$ cat config.mk
export PLATFORM = sky130hd
export DESIGN_NAME = ex_muldiv_ctrl
export DESIGN_NICKNAME = d
export VERILOG_FILES = /design/src/rtl/md_pkg.sv /design/src/rtl/md_iter_dp.sv /design/src/rtl/ex_muldiv_ctrl.sv
export SDC_FILE = /design/constraint.sdc
export NUM_CORES = 1
export LEC_CHECK = 0
export CAP_MARGIN = 20
export CORE_ASPECT_RATIO = 0.6
export CORE_MARGIN = 2
export CORE_UTILIZATION = 60
export DETAILED_ROUTE_END_ITERATION = 12
export GPL_TIMING_DRIVEN = 0
export PLACE_DENSITY = 0.85
export SETUP_SLACK_MARGIN = 0.05
export SLEW_MARGIN = 30
export SYNTH_ARGS = -nofsm -noshare
export SYNTH_HDL_FRONTEND = slang
export SYNTH_SLANG_ARGS = --single-unit
$ cat constraint.sdc
create_clock -name clk -period 5.2 [get_ports clk]
set_clock_uncertainty 0.2 [all_clocks]
set_input_delay 1.3 -clock clk [delete_from_list [all_inputs] [get_ports clk]]
set_output_delay 1.3 -clock clk [all_outputs]
set_load 0.01 [all_outputs]
$ cat src/rtl/md_pkg.sv
// Shared types and constants for the M-extension multiply/divide controller.
package md_pkg;

    localparam int unsigned MD_ITER    = 32;
    localparam int unsigned MD_CNT_W   = 6;
    localparam logic [31:0] DIV_ZERO_Q = 32'hFFFF_FFFF;
    localparam logic [31:0] INT_MIN    = 32'h8000_0000;

    typedef enum logic [2:0] {
        OP_MUL    = 3'd0,
        OP_MULH   = 3'd1,
        OP_MULHSU = 3'd2,
        OP_MULHU  = 3'd3,
        OP_DIV    = 3'd4,
        OP_DIVU   = 3'd5,
        OP_REM    = 3'd6,
        OP_REMU   = 3'd7
    } md_op_t;

    typedef enum logic [1:0] {
        IDLE = 2'd0,
        CALC = 2'd1,
        FIX  = 2'd2,
        DONE = 2'd3
    } md_state_t;

endpackage

$ cat src/rtl/md_iter_dp.sv
// One-bit-per-cycle multiply/divide datapath on operand magnitudes, with
// sign correction and word selection applied combinationally on the result.
module md_iter_dp
    import md_pkg::*;
#(
    parameter int unsigned XLEN = 32
) (
    input  logic            clk,
    input  logic            reset_n,
    input  logic            load_i,
    input  logic            step_i,
    input  md_op_t          op_i,
    input  logic [XLEN-1:0] a_i,
    input  logic [XLEN-1:0] b_i,
    output logic [XLEN-1:0] result_c
);

    localparam int unsigned AW = 2 * XLEN;
    localparam int unsigned RW = XLEN + 1;

    logic [AW-1:0]   acc_q, acc_d;
    logic [RW-1:0]   rem_q, rem_d;
    logic [XLEN-1:0] opnd_q, opnd_d;
    md_op_t          op_q, op_d;
    logic            neg_a_q, neg_a_d;
    logic            neg_b_q, neg_b_d;

    logic            a_signed, b_signed;
    logic [XLEN-1:0] mag_a, mag_b;
    logic [XLEN:0]   mul_sum;
    logic [XLEN-1:0] sub_low;
    logic            borrow;
    logic [AW-1:0]   prod_fix;
    logic [XLEN-1:0] quo_fix, rem_fix;

    always_comb begin
        a_signed = (op_i == OP_MULH) || (op_i == OP_MULHSU) || (op_i == OP_DIV) || (op_i == OP_REM);
        b_signed = (op_i == OP_MULH) || (op_i == OP_DIV) || (op_i == OP_REM);
        mag_a    = (a_signed && a_i[XLEN-1]) ? (~a_i + XLEN'(1)) : a_i;
        mag_b    = (b_signed && b_i[XLEN-1]) ? (~b_i + XLEN'(1)) : b_i;
    end

    // Remainder register holds {partial remainder, next dividend bit}; it is
    // always below twice the divisor, so the low word of the difference is exact.
    always_comb begin
        mul_sum = {1'b0, acc_q[AW-1:XLEN]} + (acc_q[0] ? {1'b0, opnd_q} : RW'(0));
        borrow  = rem_q < {1'b0, opnd_q};
        sub_low = rem_q[XLEN-1:0] - opnd_q;
    end

    always_comb begin
        acc_d   = acc_q;
        rem_d   = rem_q;
        opnd_d  = opnd_q;
        op_d    = op_q;
        neg_a_d = neg_a_q;
        neg_b_d = neg_b_q;
        if (load_i) begin
            op_d    = op_i;
            neg_a_d = a_signed && a_i[XLEN-1];
            neg_b_d = b_signed && b_i[XLEN-1];
            if (op_i[2]) begin
                opnd_d = mag_b;
                acc_d  = {XLEN'(0), mag_a[XLEN-2:0], 1'b0};
                rem_d  = {XLEN'(0), mag_a[XLEN-1]};
            end else begin
                opnd_d = mag_a;
                acc_d  = {XLEN'(0), mag_b};
                rem_d  = RW'(0);
            end
        end else if (step_i) begin
            if (op_q[2]) begin
                rem_d = {(borrow ? rem_q[XLEN-1:0] : sub_low), acc_q[XLEN-1]};
                acc_d = {acc_q[AW-1:XLEN], acc_q[XLEN-2:0], ~borrow};
            end else begin
                acc_d = {mul_sum, acc_q[XLEN-1:1]};
            end
        end
    end

    always_comb begin
        prod_fix = (neg_a_q ^ neg_b_q) ? (~acc_q + AW'(1)) : acc_q;
        quo_fix  = (neg_a_q ^ neg_b_q) ? (~acc_q[XLEN-1:0] + XLEN'(1)) : acc_q[XLEN-1:0];
        rem_fix  = neg_a_q ? (~rem_q[XLEN:1] + XLEN'(1)) : rem_q[XLEN:1];
        unique case (op_q)
            OP_MUL:                       result_c = prod_fix[XLEN-1:0];
            OP_MULH, OP_MULHSU, OP_MULHU: result_c = prod_fix[AW-1:XLEN];
            OP_DIV, OP_DIVU:              result_c = quo_fix;
            default:                      result_c = rem_fix;
        endcase
    end

    always_ff @(posedge clk or negedge reset_n) begin
        if (!reset_n) begin
            acc_q   <= '0;
            rem_q   <= '0;
            opnd_q  <= '0;
            op_q    <= OP_MUL;
            neg_a_q <= 1'b0;
            neg_b_q <= 1'b0;
        end else begin
            acc_q   <= acc_d;
            rem_q   <= rem_d;
            opnd_q  <= opnd_d;
            op_q    <= op_d;
            neg_a_q <= neg_a_d;
            neg_b_q <= neg_b_d;
        end
    end

endmodule

$ cat src/rtl/ex_muldiv_ctrl.sv
// EX-stage M-extension controller: FSM, iteration counter, special-case
// short-cuts and pipeline stall generation around the iterative datapath.
module ex_muldiv_ctrl
    import md_pkg::*;
#(
    parameter int unsigned XLEN = 32
) (
    input  logic            clk,
    input  logic            reset_n,
    input  logic            md_start_E,
    input  logic [2:0]      md_op_E,
    input  logic [XLEN-1:0] md_a_E,
    input  logic [XLEN-1:0] md_b_E,
    input  logic            flush_E,
    output logic            stall_E,
    output logic            md_busy,
    output logic            md_done_E,
    output logic [XLEN-1:0] md_result_E
);

    md_state_t           state_q, state_d;
    logic [MD_CNT_W-1:0] cnt_q, cnt_d;
    logic [XLEN-1:0]     md_result_q, md_result_d;

    md_op_t          op_e;
    logic            b_zero, ovf, special;
    logic [XLEN-1:0] spec_res;
    logic            dp_load, dp_step;
    logic [XLEN-1:0] dp_result;

    md_iter_dp #(.XLEN(XLEN)) u_dp (
        .clk      (clk),
        .reset_n  (reset_n),
        .load_i   (dp_load),
        .step_i   (dp_step),
        .op_i     (op_e),
        .a_i      (md_a_E),
        .b_i      (md_b_E),
        .result_c (dp_result)
    );

    // Divide-by-zero and signed overflow finish in one cycle with fixed results.
    always_comb begin
        op_e    = md_op_t'(md_op_E);
        b_zero  = (md_b_E == '0);
        ovf     = ((op_e == OP_DIV) || (op_e == OP_REM)) &&
                  (md_a_E == XLEN'(INT_MIN)) && (md_b_E == '1);
        special = md_op_E[2] && (b_zero || ovf);
        if (b_zero) begin
            spec_res = ((op_e == OP_DIV) || (op_e == OP_DIVU)) ? XLEN'(DIV_ZERO_Q) : md_a_E;
        end else begin
            spec_res = (op_e == OP_DIV) ? XLEN'(INT_MIN) : XLEN'(0);
        end
    end

    always_comb begin
        state_d     = state_q;
        cnt_d       = cnt_q;
        md_result_d = md_result_q;
        dp_load     = 1'b0;
        dp_step     = 1'b0;
        unique case (state_q)
            IDLE: begin
                if (md_start_E && !flush_E) begin
                    if (special) begin
                        md_result_d = spec_res;
                        state_d     = DONE;
                    end else begin
                        dp_load = 1'b1;
                        cnt_d   = MD_CNT_W'(MD_ITER);
                        state_d = CALC;
                    end
                end
            end
            CALC: begin
                if (!flush_E) begin
                    dp_step = 1'b1;
                    cnt_d   = cnt_q - MD_CNT_W'(1);
                    if (cnt_q == MD_CNT_W'(1)) begin
                        state_d = FIX;
                    end
                end
            end
            FIX: begin
                if (!flush_E) begin
                    md_result_d = dp_result;
                    state_d     = DONE;
                end
            end
            DONE:    state_d = IDLE;
            default: state_d = IDLE;
        endcase
        if (flush_E) begin
            state_d = IDLE;
        end
    end

    always_ff @(posedge clk or negedge reset_n) begin
        if (!reset_n) begin
            state_q     <= IDLE;
            cnt_q       <= '0;
            md_result_q <= '0;
        end else begin
            state_q     <= state_d;
            cnt_q       <= cnt_d;
            md_result_q <= md_result_d;
        end
    end

    // Stall is gated by reset so the pipeline sees it low while reset is held.
    assign stall_E     = reset_n && (((state_q == IDLE) && md_start_E && !flush_E) ||
                                     (state_q == CALC) || (state_q == FIX));
    assign md_busy     = (state_q == CALC) || (state_q == FIX);
    assign md_done_E   = (state_q == DONE);
    assign md_result_E = md_result_q;

endmodule
[Yosys cells after proc, flatten, opt, wreduce, memory -nomap -nowiden]
Index checks and enable logic that the tools add are counted.
Operators by class
  $add $sub $neg: 8
  magnitude comparators: 1
  equal/unequal tests: 24
  multiplexer cells: 38
  bitwise operators: 7
  reduce and logical (&&, ||, !) cells: 35
Operator list (number)
  $mux 32: 14
  $mux 64: 4
  $add 32x1->32 const B: 4
  $not 32->32: 4
  $mux 33: 3
  $pmux 32 s3: 1
  $add 64x1->64 const B: 1
  $eq 32x32->1 const B: 2
  $not 64->64: 1
  $pmux 32 s2: 1
  $add 32x33->33: 1
  $lt 33x32->1: 1
  $logic_not 32->1: 1
  $sub 32x32->32: 1
  $mux 6: 3
  $eq 3x3->1 const B: 5
  $ne 2x2->1 const B: 6
  $pmux 6 s2: 1
  $logic_or 1x1->1: 11
  $eq 3x2->1 const B: 3
  $logic_and 1x1->1: 9
  $mux 2: 4
  $pmux 2 s4: 1
  $reduce_and 4->1: 2
  other kinds (16): 29
Word-level totals
  bits in registers: 174
  output and inout port bits: 35
  logic and storage cells: 123

[Logic depth before layout (Yosys ltp)]
  depth in word-level cells: 11
  gate-level depth with buffers: 14

[Modules after synthesis]
From an unflattened synthesis, not the netlist that was laid out.
Unflattened totals
  cells, all modules: 2092
  area total of the unflattened synthesis: 16388.2 um2
Modules (own cells, without submodules)
  md_iter_dp: times used 1, cells each 1806, area each 13869.6 um2, sequential area each 3353.2 um2
  ex_muldiv_ctrl: times used 1, cells each 286, area each 2518.7 um2, sequential area each 1001.0 um2

[Worst setup path after synthesis]
Ideal clock, no wire load.
  path kind: in2reg
  from: in md_b_E[2]
  to: reg md_result_q[31] (netlist: md_result_E[31])
  arrival time: 3666 ps
  data required time: 4864 ps
  setup slack: 1198 ps
  stages on the path: 10
  buffers on the path: 1
  path through: clkbuf_1 > or4_1 > nor3b_1 > nand4_1 > o21ai_1 > nand2_1 > o21ai_2 > nand2_1 > nor4b_1 > nor3_1
Between the ends
  longest elaborated chain between the ends: 6
  elaborated cells on any way between the ends: 11
RTL lines
  start, declared: RTL line ex_muldiv_ctrl.sv:13  | input logic [XLEN-1:0] md_b_E,
  $eq 32x32->1: RTL line ex_muldiv_ctrl.sv:47  | (md_a_E == XLEN'(INT_MIN)) && (md_b_E == '1);
  $logic_and 1x1->1: RTL line ex_muldiv_ctrl.sv:47
  $logic_or 1x1->1: RTL line ex_muldiv_ctrl.sv:48  | special = md_op_E[2] && (b_zero || ovf);
  $logic_and 1x1->1: RTL line ex_muldiv_ctrl.sv:48
  $ne 2x2->1 (no line)
  $reduce_and 4->1 (no line)
  end signal, assigned: RTL line ex_muldiv_ctrl.sv:106  | md_result_q <= md_result_d;
  end, declared: RTL line ex_muldiv_ctrl.sv:23  | logic [XLEN-1:0] md_result_q, md_result_d;
Several ways; a longest one is shown, not always the timed one. The select of a mux whose other input is x is not followed.
A chain may end at the register's enable or synchronous reset.

[Final worst setup path]
  from: in md_b_E[10]
  to: reg md_result_q[31] (netlist: md_result_E[31])
Same word-level chain as after synthesis.

==> results.md <==
* Worst reg2reg path startpoint: u_dp.opnd_q[14]
* R2R Setup Slk at 0.27 ns
* DRC errors left at 0
* Worst R2R End: u_dp.rem_q[1]
* Cell Area, Synth at 16300 sq um
* CTS root buffer: clkbuf_16
* Core Util, Final at 0.698
* Max-Cap Viols at 0
* DRT iter0 DRCs at 3585
* Yosys warning count at 0
* CP max FO at 10
* CTS HTree Levels at 4
* Synth Area per Inst at 7.70 sq um
* Max Slew Vio Count at 0
* Via/cell ratio at 7.17
* Fmax achieved at 0.194 GHz
* Slew HR at 0.303
* CTS Buffer Depth at 2
* Outcome: completed
* WS Path Type: in2reg
* Vias in the first global route at 16749
* DR WL/cell at 26.6 um
* Top delay family on crit path: simple AND/OR/NAND/NOR gates
* Core ar. at 26500 sq um
* Die height at 132 um
* GRT Resource Usage Total at 0.479
* Worst hold path cell count at 2
* CTS tree: done
* Initial antenna violation count at 4
* FF+latch count, synth at 174
* Final wirelength at 69400 um
* Cell count along the critical path at 10
* Min-delay worst type: reg2reg
* Register area share after synthesis at 0.267
* Worst r2r path cells at 13
* Pin count of the biggest net entering global routing at 89
* Crit path time final at 5.14 ns
* Final nets at 2388
* Synth-to-Final Area Change at 13.6%
* Dominant synthesized flop cell: dfrtp_1
* RSZ-0062 raised after global routing: true
* Worst hold slack at 0.287 ns
* Worst slew pin tran at 1.02 ns
* EDFF count, synth at 0
* Worst Path Buf+Inv at 1
* First-pass GRT wire length at 103000 um
* Max incr delay on CP at 0.66 ns
* Critical Path AT at 5.26 ns
* Gpl congestion at 1.11
* Post-DRT Antenna Nets at 0
* Die area at 28500 sq um
* Post-synth cell types at 86
* Post-Layout Cell Count at 2615
* Final hold violations at 0
* Placed wire-length estimate at 54700 um
* Hold Startpoint: u_dp.opnd_q[5]
* Syn nets at 2263
* Clock latency on the worst-skew pair at 0.47 ns
* Clk slew on worst S/H paths at 0.07 ns
* Power per Cell Area at 710 nW/um^2
* Buffers added on ports at 104
* Total gr overflow at 0
* Worst EP required at 5.32 ns
* Fillers at 2110
* Power, Total at 13.1 mW
* Row Count at 46
* CP endpoint kind: register
* TritonRoute pass-1 iters at 8
* CP startpoint kind: input pin
* Synthesized instance count at 2115
* Ys async rst share at 1.00
* VDD IR-drop max at 0.000411 V
* IO Pins at 106
* Die Wd at 217 um
* Worst Hold Path EP: u_dp.opnd_q[5]
* Leakage power at 7.69 nW
* Cell Chain, Critical Path: clkdlybuf4s50_1 > or4_1 > nor4_2 > nand4_1 > o21ai_1 > nand2_1 > o21ai_2 > nand2_2 > nor4b_2 > nor3_1
* Setup violators final at 0
* Total CTS buffers at 17
* Critical-path top delay cell: or4_1
* Starting Density at 0.614
* Clock sinks at 174
* Share of layout cells above drive strength 1 at 0.0417
* Placed insts at 2581
* Routed vias at 18745
* Crit share post-route at 0.989
==> metrics by stage <==
| step | TNS [ns] | worst slack, ns | instance area (sq um) |
|---|---|---|---|
| detailed placement | -45.67 | -0.588 | 17800 |
| global route | 0 | 0.0224 | 18500 |
| floorplan | 0 | 1.20 | 16300 |
| global placement | -852.71 | -5.19 | 17800 |
| CTS | 0 | 0.0757 | 18500 |
| finish | 0 | 0.0556 | 18500 |
==> power breakdown <==
part           switching, mW  total, mW  internal, mW
Clock                  0.611       1.38         0.771
Combinational           5.81       9.03          3.22
Sequential             0.799       2.74          1.94
==> per-layer routing <==
| layer | vias up | wire length, um | GRT usage |
|---|---|---|---|
| li1 | 8007 | - | - |
| met1 | 8775 | 26700 | 0.665 |
| met2 | 1671 | 26800 | 0.639 |
| met3 | 292 | 12500 | 0.203 |
| met4 | 0 | 3450 | 0.212 |
| met5 | - | 0 | 0 |
==> state kept, by name (all words and copies together), names as in the netlist <==
signal        cells
u_dp.neg_b_q      1
cnt_q             6
u_dp.opnd_q      32
u_dp.acc_q       64
md_result_E      32
u_dp.rem_q       33
u_dp.op_q         3
u_dp.neg_a_q      1
state_q           2
==> worst min-delay path, stage by stage (launching register included) <==
cell and delay [ns]:
dfrtp_1 0.34, nand2_1 0.05, o21ai_1 0.06
==> layout by cell type, fill, tap and decap left out, types with 17 or more instances in the layout <==
cell type          n
nor3_1            41
dfrtp_1          174
o21ai_1           69
o211ai_1          30
ha_1              75
nor2_1           218
xnor2_1          103
nand3_1           35
a21oi_1          179
xor2_1            81
or4_1             19
nand2b_1          21
o31ai_1           22
nor4_1            22
o21ai_0          147
clkdlybuf4s50_1  103
a21o_1            35
nand2_1          182
mux2i_1           59
a31oi_1           26
nand4_1           21
inv_1             79
clkbuf_16         17
clkbuf_1         117
o22ai_1           48
==> timing repair <==
item	in CTS	in global routing
hold buffers	0	0
gates cloned	0	0
setup buffers	0	0
resized for setup	2	11
endpoints found under the hold margin	0	0
endpoints found under the setup margin	38	79
==> how the worst max path moves through the flow <==
stage               startpoint  slack [ns]               to
finish              md_b_E[10]        0.06  md_result_E[31]
global route        md_b_E[10]        0.02  md_result_E[31]
CTS                  md_a_E[2]        0.08  md_result_E[31]
detailed placement  md_b_E[10]       -0.59  md_result_E[31]
global placement       reset_n       -5.19          stall_E
floorplan            md_b_E[2]        1.20  md_result_E[31]
==> cell families after synthesis <==
| logic type | share of synthesized area |
|---|---|
| DFF | 0.267 |
| buffers and inverters | 0.0527 |
| adders and majority gates | 0.0600 |
| AOI/OAI and AO/OA | 0.286 |
| xor gates and xnor gates | 0.0994 |
| muxes | 0.0404 |
| and+or+nand+nor | 0.194 |
==> final cells by class <==
class | count | area (sq um) | share of cell area
multi-input cells | 1721 | 11100 | 0.601
flip-flops and latches | 174 | 4350 | 0.235
repair buffers | 106 | 1100 | 0.0595
plain buffers | 141 | 566 | 0.0305
clock buffers | 23 | 498 | 0.0269
well taps | 360 | 450 | 0.0243
inverters | 79 | 297 | 0.0160
clock inverters | 9 | 108 | 0.00581
diodes | 2 | 5.00 | 0.000270
==> Yosys cell counts (12+ instances only) <==
cell        n  area, sq um
a211oi_1   16          120
a21o_1     35          263
a21oi_1   180          901
a22oi_1    16          120
a31oi_1    26          163
clkbuf_1  119          447
dfrtp_1   174         4350
ha_1       75          938
inv_1      79          297
mux2i_1    59          591
nand2_1   183          687
nand2b_1   21          131
nand3_1    35          175
nand4_1    21          131
nor2_1    218          818
nor2b_1    12         75.1
nor3_1     41          205
nor4_1     24          150
o211ai_1   30          225
o21a_1     13         97.6
o21ai_0   147          736
o21ai_1    69          345
o221ai_1   15          131
o22ai_1    48          300
o31ai_1    22          165
o41ai_1    13          114
or3_1      15         93.8
or4_1      19          143
xnor2_1   104          911
xor2_1     81          709
No activity file was read; power rests on OpenSTA's default activity.
